$ cat src/rtl/wb_spi_pkg.sv
// Shared definitions for the Wishbone SPI master: register map, STATUS bits,
// FSM encoding, interconnect placement and a byte-lane merge helper.
package wb_spi_pkg;

    // Word index of each register (address bits [4:2])
    localparam logic [2:0] REG_RXTX    = 3'd0;
    localparam logic [2:0] REG_STATUS  = 3'd1;
    localparam logic [2:0] REG_DIVISOR = 3'd2;
    localparam logic [2:0] REG_CS      = 3'd3;
    localparam logic [2:0] REG_IEN     = 3'd4;

    // STATUS bit positions
    localparam int unsigned STAT_BUSY = 0;
    localparam int unsigned STAT_DONE = 1;

    // Placement on the system interconnect
    localparam int unsigned SLAVE_INDEX  = 6;
    localparam logic [14:0] SLAVE_PREFIX = 15'h7003;
    localparam logic [31:0] BASE_ADDR    = 32'hE006_0000;
    localparam int unsigned IRQ_LINE     = 4;

    typedef enum logic [1:0] {
        ST_IDLE = 2'd0,
        ST_LOW  = 2'd1,
        ST_HIGH = 2'd2
    } spi_state_e;

    // Replace only the byte lanes whose select bit is set
    function automatic logic [31:0] merge_lanes(input logic [31:0] old_val,
                                                input logic [31:0] wdat,
                                                input logic [3:0]  sel);
        logic [31:0] res;
        res = old_val;
        for (int b = 0; b < 4; b++) begin
            if (sel[b]) res[b*8 +: 8] = wdat[b*8 +: 8];
        end
        return res;
    endfunction

endpackage

$ cat src/rtl/wb_spi_if.sv
// Wishbone classic slave bus as seen by the SPI master.
interface wb_spi_if;
    logic [31:0] wb_adr_i;
    logic [31:0] wb_dat_i;
    logic [31:0] wb_dat_o;
    logic [3:0]  wb_sel_i;
    logic        wb_stb_i;
    logic        wb_cyc_i;
    logic        wb_we_i;
    logic        wb_ack_o;

    modport master (
        output wb_adr_i, wb_dat_i, wb_sel_i, wb_stb_i, wb_cyc_i, wb_we_i,
        input  wb_dat_o, wb_ack_o
    );

    modport slave (
        input  wb_adr_i, wb_dat_i, wb_sel_i, wb_stb_i, wb_cyc_i, wb_we_i,
        output wb_dat_o, wb_ack_o
    );
endinterface

$ cat src/rtl/spi_shift_engine.sv
// SPI mode-0 byte engine: phase counter, IDLE/LOW/HIGH FSM, MSB-first shift
// register, received-byte latch and sticky done flag.
module spi_shift_engine
    import wb_spi_pkg::*;
(
    input  logic        clk,
    input  logic        reset,
    input  logic        start,
    input  logic        clr_done,
    input  logic [7:0]  tx_byte,
    input  logic [15:0] divisor,
    input  logic        miso,
    output logic        sck,
    output logic        mosi,
    output logic        busy,
    output logic        done,
    output logic [7:0]  rx_byte
);

    spi_state_e  state;
    logic [15:0] phase;
    logic [2:0]  bit_idx;
    logic [7:0]  shreg;
    logic        miso_q;
    logic        phase_end;

    // >= rather than == so a smaller divisor written mid-phase cannot strand the counter
    assign phase_end = (phase >= divisor);

    // Phase timing, bit sequencing and shifting in one registered FSM
    always_ff @(posedge clk) begin
        // NOTE: non-blocking assignments so every flop samples pre-edge values.
        if (reset) begin
            state   <= ST_IDLE;
            phase   <= '0;
            bit_idx <= '0;
            shreg   <= '0;
            miso_q  <= 1'b0;
            sck     <= 1'b0;
            mosi    <= 1'b0;
            busy    <= 1'b0;
            done    <= 1'b0;
            rx_byte <= '0;
        end else begin
            if (clr_done) done <= 1'b0;
            case (state)
                ST_IDLE: begin
                    if (start) begin
                        shreg   <= tx_byte;
                        mosi    <= tx_byte[7];
                        phase   <= '0;
                        bit_idx <= '0;
                        busy    <= 1'b1;
                        done    <= 1'b0;
                        state   <= ST_LOW;
                    end
                end
                ST_LOW: begin
                    if (phase_end) begin
                        phase  <= '0;
                        miso_q <= miso;
                        sck    <= 1'b1;
                        state  <= ST_HIGH;
                    end else begin
                        phase <= phase + 16'd1;
                    end
                end
                ST_HIGH: begin
                    if (phase_end) begin
                        phase <= '0;
                        sck   <= 1'b0;
                        shreg <= {shreg[6:0], miso_q};
                        if (bit_idx == 3'd7) begin
                            rx_byte <= {shreg[6:0], miso_q};
                            busy    <= 1'b0;
                            done    <= 1'b1;   // later assignment: wins over clr_done
                            state   <= ST_IDLE;
                        end else begin
                            bit_idx <= bit_idx + 3'd1;
                            mosi    <= shreg[6];
                            state   <= ST_LOW;
                        end
                    end else begin
                        phase <= phase + 16'd1;
                    end
                end
                default: state <= ST_IDLE;
            endcase
        end
    end

endmodule

$ cat src/rtl/wb_spi.sv
// Wishbone SPI master: register file, single-cycle ack, interrupt, and the
// shift engine instance.
module wb_spi
    import wb_spi_pkg::*;
#(
    parameter int unsigned default_divisor = 24,
    parameter int unsigned cs_width        = 8
) (
    input  logic                clk,
    input  logic                reset,
    wb_spi_if.slave             wb,
    output logic                intr,
    output logic                spi_sck,
    output logic                spi_mosi,
    input  logic                spi_miso,
    output logic [cs_width-1:0] spi_cs_n
);

    logic [15:0]         divisor;
    logic [cs_width-1:0] cs;
    logic                ien;
    logic                ack_q;
    logic [31:0]         dat_q;
    logic [31:0]         rdata;
    logic                busy;
    logic                done;
    logic [7:0]          rx_byte;
    logic                req, wr, rd, start, clr_done;
    logic [2:0]          idx;
    logic                unused_adr;

    // A request is only seen while no ack is out, giving a one-cycle ack gap
    assign req      = wb.wb_stb_i & wb.wb_cyc_i & ~ack_q;
    assign wr       = req & wb.wb_we_i;
    assign rd       = req & ~wb.wb_we_i;
    assign idx      = wb.wb_adr_i[4:2];
    assign start    = wr && (idx == REG_RXTX) && wb.wb_sel_i[0];
    assign clr_done = req && (idx == REG_RXTX);
    assign unused_adr = ^{wb.wb_adr_i[31:5], wb.wb_adr_i[1:0]};

    assign wb.wb_ack_o = ack_q;
    assign wb.wb_dat_o = dat_q;
    assign spi_cs_n    = ~cs;
    assign intr        = done & ien;

    // Read-data mux over the decoded word index
    always_comb begin
        // NOTE: default first so no path leaves rdata unassigned (no latch).
        rdata = '0;
        case (idx)
            REG_RXTX:    rdata[7:0] = rx_byte;
            REG_STATUS: begin
                rdata[STAT_BUSY] = busy;
                rdata[STAT_DONE] = done;
            end
            REG_DIVISOR: rdata[15:0] = divisor;
            REG_CS:      rdata = 32'(cs);
            REG_IEN:     rdata[0] = ien;
            default:     rdata = '0;
        endcase
    end

    // Bus handshake, read-data capture and register writes
    always_ff @(posedge clk) begin
        if (reset) begin
            ack_q   <= 1'b0;
            dat_q   <= '0;
            divisor <= 16'(default_divisor);
            cs      <= '0;
            ien     <= 1'b0;
        end else begin
            ack_q <= req;
            dat_q <= rd ? rdata : 32'd0;
            if (wr) begin
                case (idx)
                    REG_DIVISOR: divisor <= 16'(merge_lanes({16'd0, divisor}, wb.wb_dat_i, wb.wb_sel_i));
                    REG_CS:      cs      <= cs_width'(merge_lanes(32'(cs), wb.wb_dat_i, wb.wb_sel_i));
                    REG_IEN:     if (wb.wb_sel_i[0]) ien <= wb.wb_dat_i[0];
                    default:     ;
                endcase
            end
        end
    end

    spi_shift_engine u_engine (
        .clk      (clk),
        .reset    (reset),
        .start    (start),
        .clr_done (clr_done),
        .tx_byte  (wb.wb_dat_i[7:0]),
        .divisor  (divisor),
        .miso     (spi_miso),
        .sck      (spi_sck),
        .mosi     (spi_mosi),
        .busy     (busy),
        .done     (done),
        .rx_byte  (rx_byte)
    );

endmodule

$ cat src/flat_wrapper.sv
// flat-port wrapper written by rule: the top's interface ports become plain ports
module wb_spi_flat import wb_spi_pkg::*;
#(
    parameter int unsigned default_divisor = 24,
    parameter int unsigned cs_width        = 8
)
  (clk, reset, intr, spi_sck, spi_mosi, spi_miso, spi_cs_n, wb_wb_adr_i, wb_wb_dat_i, wb_wb_sel_i, wb_wb_stb_i, wb_wb_cyc_i, wb_wb_we_i, wb_wb_dat_o, wb_wb_ack_o);
  wb_spi_if wb_i ();
  input  logic clk;
  input  logic reset;
  output logic intr;
  output logic spi_sck;
  output logic spi_mosi;
  input  logic spi_miso;
  output logic [cs_width-1:0] spi_cs_n;
  input wire logic [$bits(wb_i.wb_adr_i)-1:0] wb_wb_adr_i;
  input wire logic [$bits(wb_i.wb_dat_i)-1:0] wb_wb_dat_i;
  input wire logic [$bits(wb_i.wb_sel_i)-1:0] wb_wb_sel_i;
  input wire logic [$bits(wb_i.wb_stb_i)-1:0] wb_wb_stb_i;
  input wire logic [$bits(wb_i.wb_cyc_i)-1:0] wb_wb_cyc_i;
  input wire logic [$bits(wb_i.wb_we_i)-1:0] wb_wb_we_i;
  output wire logic [$bits(wb_i.wb_dat_o)-1:0] wb_wb_dat_o;
  output wire logic [$bits(wb_i.wb_ack_o)-1:0] wb_wb_ack_o;
  assign wb_i.wb_adr_i = wb_wb_adr_i;
  assign wb_i.wb_dat_i = wb_wb_dat_i;
  assign wb_i.wb_sel_i = wb_wb_sel_i;
  assign wb_i.wb_stb_i = wb_wb_stb_i;
  assign wb_i.wb_cyc_i = wb_wb_cyc_i;
  assign wb_i.wb_we_i = wb_wb_we_i;
  assign wb_wb_dat_o = wb_i.wb_dat_o;
  assign wb_wb_ack_o = wb_i.wb_ack_o;
  wb_spi #(.default_divisor(default_divisor), .cs_width(cs_width)) u_core (.clk(clk), .reset(reset), .wb(wb_i), .intr(intr), .spi_sck(spi_sck), .spi_mosi(spi_mosi), .spi_miso(spi_miso), .spi_cs_n(spi_cs_n));
endmodule
$ cat config.mk
export PLATFORM = sky130hd
export DESIGN_NAME = wb_spi_flat
export DESIGN_NICKNAME = d
export VERILOG_FILES = /design/src/rtl/wb_spi_pkg.sv /design/src/rtl/wb_spi_if.sv /design/src/rtl/spi_shift_engine.sv /design/src/rtl/wb_spi.sv /design/src/flat_wrapper.sv
export SDC_FILE = /design/constraint.sdc
export NUM_CORES = 1
export LEC_CHECK = 0
export ABC_AREA = 1
export BUFFER_PORTS_ARGS = -buffer_cell sky130_fd_sc_hd__buf_2
export CORE_UTILIZATION = 40
export CTS_CLUSTER_SIZE = 28
export DETAILED_ROUTE_END_ITERATION = 10
export PLACE_DENSITY_LB_ADDON = 0.3
export SYNTH_ARGS = -nofsm -noshare
export SYNTH_HDL_FRONTEND = slang
export SYNTH_SLANG_ARGS = --single-unit
$ cat constraint.sdc
create_clock -name clk -period 4.65 [get_ports clk]
set_clock_uncertainty 0.15 [all_clocks]
set_input_delay 0.2325 -clock clk [delete_from_list [all_inputs] [get_ports clk]]
set_output_delay 0.2325 -clock clk [all_outputs]
set_load 0.005 [all_outputs]
# Word level (Yosys, flattened, before mapping)
# Cells that the tools add are included.
[totals]
out_inout_bits = 44
ff_bits = 99
word_cells = 100
[classes]
n_lt_le_gt_ge = 1
bitwise_logic = 10
addsub = 2
n_mux = 34
n_reduce_logical = 23
eq_ne = 12
[ops]
columns = ["cell", "count"]
rows = [
  ["two-way mux 16 bit", 2],
  ["one-hot mux 16 bit (2 select lines)", 1],
  ["AND reduction 3 bit", 8],
  ["one-hot mux 6 bit (3 select lines)", 1],
  ["adder 16 x 1 -> 16 bit, second input constant", 1],
  ["greater-or-equal comparator 16 bit", 1],
  ["two-way mux 7 bit", 2],
  ["one-hot mux 7 bit (2 select lines)", 1],
  ["two-way mux 1 bit", 13],
  ["two-way mux 3 bit", 3],
  ["inequality test 2 bit, second input constant", 4],
  ["inverter 8 bit", 1],
  ["one-hot mux 1 bit (2 select lines)", 4],
  ["AND reduction 4 bit", 2],
  ["equality test 3 x 2 -> 1 bit, second input constant", 2],
  ["equality test 3 bit, second input constant", 2],
  ["two-way mux 2 bit", 3],
  ["one-hot mux 2 bit (3 select lines)", 1],
  ["one-hot mux 3 bit (2 select lines)", 1],
  ["nonzero test 2 bit", 3],
  ["AND 1 bit", 5],
  ["one-hot mux 1 bit (5 select lines)", 1],
  ["inverter 1 bit", 4],
  ["one-hot mux 1 bit (4 select lines)", 1],
  ["other kinds (11)", 15],
]

# Longest topological paths before layout
[depth]
word_depth = 7
depth_mapped = 17

# Cells and area by module
# Synthesis repeated with hierarchy kept, for this count alone.
[unflattened]
cells_unflattened = 633
area_unflattened_um2 = 4498.1
[by_module_without_submodules]
columns = ["module", "instances", "cells_per_inst", "area_each_um2", "seq_area_each_um2"]
rows = [
  ["spi_shift_engine", 1, 356, 2523.7, 820.8],
  ["wb_spi", 1, 277, 1974.4, 840.8],
]

# Worst setup path after synthesis
# OpenSTA, ideal clock, no wires.
[synth_path]
kind = "register to register"
from = "reg u_core.u_engine.phase[0]"
to = "reg u_core.u_engine.phase[10]"
synth_period_minus_slack_ns = 1.879
n_path_buf = 1
path_slack_ns = 2.771
setup_time_ns = 0.070
arrival_time_ns = 1.659
path_stages_with_launch = 17
path_cell_list = "dfxtp_1 inv_1 ha_1 nand2_1 nor2_1 nor2_1 nand2_1 nand2_1 nand2_1 nand2_1 nand2_2 inv_2 nand2_1 nand2_1 nand2_1 buf_4 a21oi_1"
[synth_via]
elab_chain_len = 3
word_cells_on_any_way = 4
[synth_lines]
columns = ["item", "line", "text"]
rows = [
  ["start, declared", "spi_shift_engine.sv:21", "logic [15:0] phase;"],
  ["start signal, assigned", "spi_shift_engine.sv:65", "phase <= phase + 16'd1;"],
  ["start signal, assigned", "spi_shift_engine.sv:84", "phase <= phase + 16'd1;"],
  ["adder 16 x 1 -> 16 bit / greater-or-equal comparator 16 bit (equally long branches)", "spi_shift_engine.sv:65, spi_shift_engine.sv:84, spi_shift_engine.sv:28", ""],
  ["two-way mux 16 bit (*)", "spi_shift_engine.sv:59, spi_shift_engine.sv:69", ""],
  ["one-hot mux 16 bit (2 select lines) (*)", "spi_shift_engine.sv:46", "case (state)"],
]
# Mark *: on every way between the ends. The rest lies on a longest branch, timed or not.
# A chain may end at the register's enable or synchronous reset.

# Worst setup path after layout
[layout_path]
from = "reg u_core.u_engine.phase[0]"
to = "reg u_core.u_engine.shreg[4]"
[layout_via]
elab_chain_len = 3
[layout_lines]
columns = ["item", "line", "text"]
rows = [
  ["greater-or-equal comparator 16 bit", "spi_shift_engine.sv:28", "assign phase_end = (phase >= divisor);"],
  ["inequality test 2 bit (no line)", "--", ""],
  ["AND reduction 3 bit (no line)", "--", ""],
  ["end signal, assigned", "spi_shift_engine.sv:49", "shreg <= tx_byte;"],
  ["end signal, assigned", "spi_shift_engine.sv:72", "shreg <= {shreg[6:0], miso_q};"],
  ["end, declared", "spi_shift_engine.sv:23", "logic [7:0] shreg;"],
]
# No other way between the ends.

==> results.md <==
- Ys async rst share: 0%
- RD Place Congestion: 0.870
- Synth warn: 0
- Skew-Pair Late Insertion Delay: 0.37 ns
- Vias post-DR: 3595
- P&R area growth vs syn: 13.2%
- Rel. slew slack: 24.1%
- TNS Setup: 0 ns
- Clock transition at path regs: 0.09 ns
- Cell mode on critical path: nand2_1
- Per-cell routed wire length: 12.4 um
- Max-Cap Viols: 0
- Arr. time, crit path: 2.61 ns
- Die area: 0.0107 mm^2
- IO buf count: 54
- Resize count post-CTS: 0
- RSZ-0062 raised after global routing: no
- CP Class: reg -> reg
- Number of synthesized flops with an enable pin: 0
- Crit path cell chain: inv_1 > ha_1 > nand2_1 > nor2_1 > nor2_1 > nand2_1 > nand2_1 > nand2_1 > nand2_1 > nand3_1 > nand2_1 > a21oi_1
- Leakage power: 0.00193 uW
- Tmin final: 2.51 ns
- Layout fillers: 1005
- Via density: 4.76
- Die height: 104 um
- Antenna cells: 0
- HPWL after detailed placement: 6.86 mm
- Num ports: 118
- Largest net degree at the start of global routing: 42
- H-tree Lvls: 3
- Non-Filler Instances: 755
- Final Setup Violations: 0
- Critical Path RT: 4.75 ns
- Max Clock Freq: 398 MHz
- Fin nets: 714
- Layout cells sized above 1: 13.8%
- Top FF cell, synth: dfxtp_1
- Mapped Cells: 563
- Final Hold Fails: 0
- Max-slew violations: 0
- Synth top area share: 40.2%
- Core box area: 0.00991 mm^2
- Status: completed
- Routed wire length: 9.39 mm
- Yosys reg bits: 83
- Num Clock Sinks: 83
- CP Max Fanout: 15
- Fin crit share: 54.0%
- First-pass GRT wire length: 15.4 mm
- Slowest cell delay on critical path: 0.43 ns
- Routed Antenna Nets: 0
- Cell area after synthesis: 0.00413 mm^2
- Critical Path Source Type: flip-flop
- Avg Cell Area, Syn: 7.33 um^2
- Root Buffer: clkbuf_8
- Initial antenna violation count: 0
- Die width: 104 um
- Vias in the first global route: 3190
- Clock Tree Buf Depth: 2
- Post-synth cell types: 37
- Ranking of synthesized cells by instance count: nand2_1 (94), dfxtp_1 (83), inv_1 (75), nor2_1 (67), a21oi_1 (53)
- Most common cell in the synthesized netlist: nand2_1
- TritonCTS clock tree: yes
- Worst Hold Class: in -> reg
- Initial Utilization: 41.7%
- FP Rows: 36
- Placed Cells: 731
- Post-synth top area cell: dfxtp_1
- Starting DRC count in detailed routing: 255
- Cell Pwr Density: 298 mW/mm^2
- Critical Path End Type: flip-flop
- Sequential area share after synthesis: 40.2%
- Initial DRT Pass Iterations: 5
- GRT Total Usage: 18.1%
- GRT overflow: 0
- Peak supply drop: 0.120 mV
- DRC: 0
- Synth top area cells: dfxtp_1 (40%), nand2_1 (8.5%), ha_1 (7.0%)
- Slew @ Worst Pin: 1.14 ns
- CTS buffer count: 9
- Master of the slowest instance on the critical path: nand3_1
-- final cells by class --
type,instances,area (um^2),share of cell area [%]
Clock buffer,9,124,2.65
Clock inverter,7,76.3,1.63
Inverter,79,297,6.34
Multi-Input combinational cell,382,2000,42.8
Sequential cell,83,1660,35.5
Tap cell,133,166,3.56
Timing Repair Buffer,62,350,7.49
-- where the power goes --
group / leakage, uW / internal (uW) / switching, uW
logic: 0.00117 / 42.0 / 81.6
registers: 0.000669 / 725 / 8.64
clock network: 0.0000962 / 252 / 284
total: 0.00193 / 1020 / 374
-- metal layers --
layer  up-vias  GRT usage [%]  wire [um]
met4         0           9.21        214
met2        98           29.0       4270
met3        16           2.64        358
li1       1907              -          -
met1      1574           23.7       4550
met5         -              0          0
-- registers in the layout, summed over array words and instances, names as in the netlist --
register	flops
u_core.cs	8
u_core.divisor	16
u_core.ien	1
u_core.u_engine.bit_idx	3
u_core.u_engine.busy	1
u_core.u_engine.done	1
u_core.u_engine.miso_q	1
u_core.u_engine.mosi	1
u_core.u_engine.phase	16
u_core.u_engine.rx_byte	8
u_core.u_engine.sck	1
u_core.u_engine.shreg	7
u_core.u_engine.state	2
u_core.wb.wb_ack_o	1
u_core.wb.wb_dat_o	16
-- cells by family (layout without fill, tap and decap cells) --
group,after synthesis,count (layout),share of synthesized area (%)
flops,83,83,40.2
fa+ha+maj,23,23,6.97
simple gates,223,223,23.9
other cells,1,16,0.0908
xor+xnor,6,6,1.27
buf+inv,113,157,12.7
compound gates,114,114,14.8
-- cells in the final DEF, fill, tap and decap left out, drive strengths merged --
cell          n
nand2        96
dfxtp        83
inv          80
nor2         74
buf          54
a21oi        53
o21ai        45
nand3        31
ha           23
conb         16
nand4        13
clkbuf        9
dlygate4sd3   8
o22ai         6
xor2          6
nor3          5
o211ai        3
a31oi         3
clkinv        3
a221oi        2
nor4          2
clkinvlp      2
o21a          2
nand3b        1
nor3b         1
bufinv        1
-- path summary, 6_finish.rpt --
| path | start | endpoint | slack, ns | depth (start not counted) |
|---|---|---|---|---|
| hold / removal | wb_wb_dat_i[15] | u_core.divisor[15] | 0.02 | 3 |
| hold reg to reg | u_core.u_engine.bit_idx[1] | u_core.u_engine.bit_idx[1] | 0.33 | 2 |
| setup reg to reg | u_core.u_engine.phase[0] | u_core.u_engine.shreg[4] | 2.14 | 12 |
| setup / recovery | u_core.u_engine.phase[0] | u_core.u_engine.shreg[4] | 2.14 | 12 |
-- metrics by stage --
stage	utilization, %	cell area [um^2]	hold slack [ns]	worst slack (ns)	power, uW
after CTS	47.2	4680	0.0101	2.15	1400
after floorplan	-	4190	0.213	2.77	847
after detailed placement	44.4	4400	0.306	2.18	867
after global placement	44.4	4400	0.300	2.18	864
after global routing	47.2	4680	0.0469	1.93	1450
final	47.2	4680	0.0176	2.14	1390
-- critical path, delay by kind of cell (launching register included) --
family / cells / cell delay [ns]
and+or+nand+nor: 9 / 1.32
DFF: 1 / 0.38
adders and majority gates: 1 / 0.31
AOI/OAI and AO/OA: 1 / 0.13
buffers and inverters: 1 / 0.09
-- repair_timing --
action | CTS | global route
setup buffers | 0 | 0
hold endpoints to repair | 8 | 0
hold buffers | 8 | 0
(Power assumes the default switching activity.)
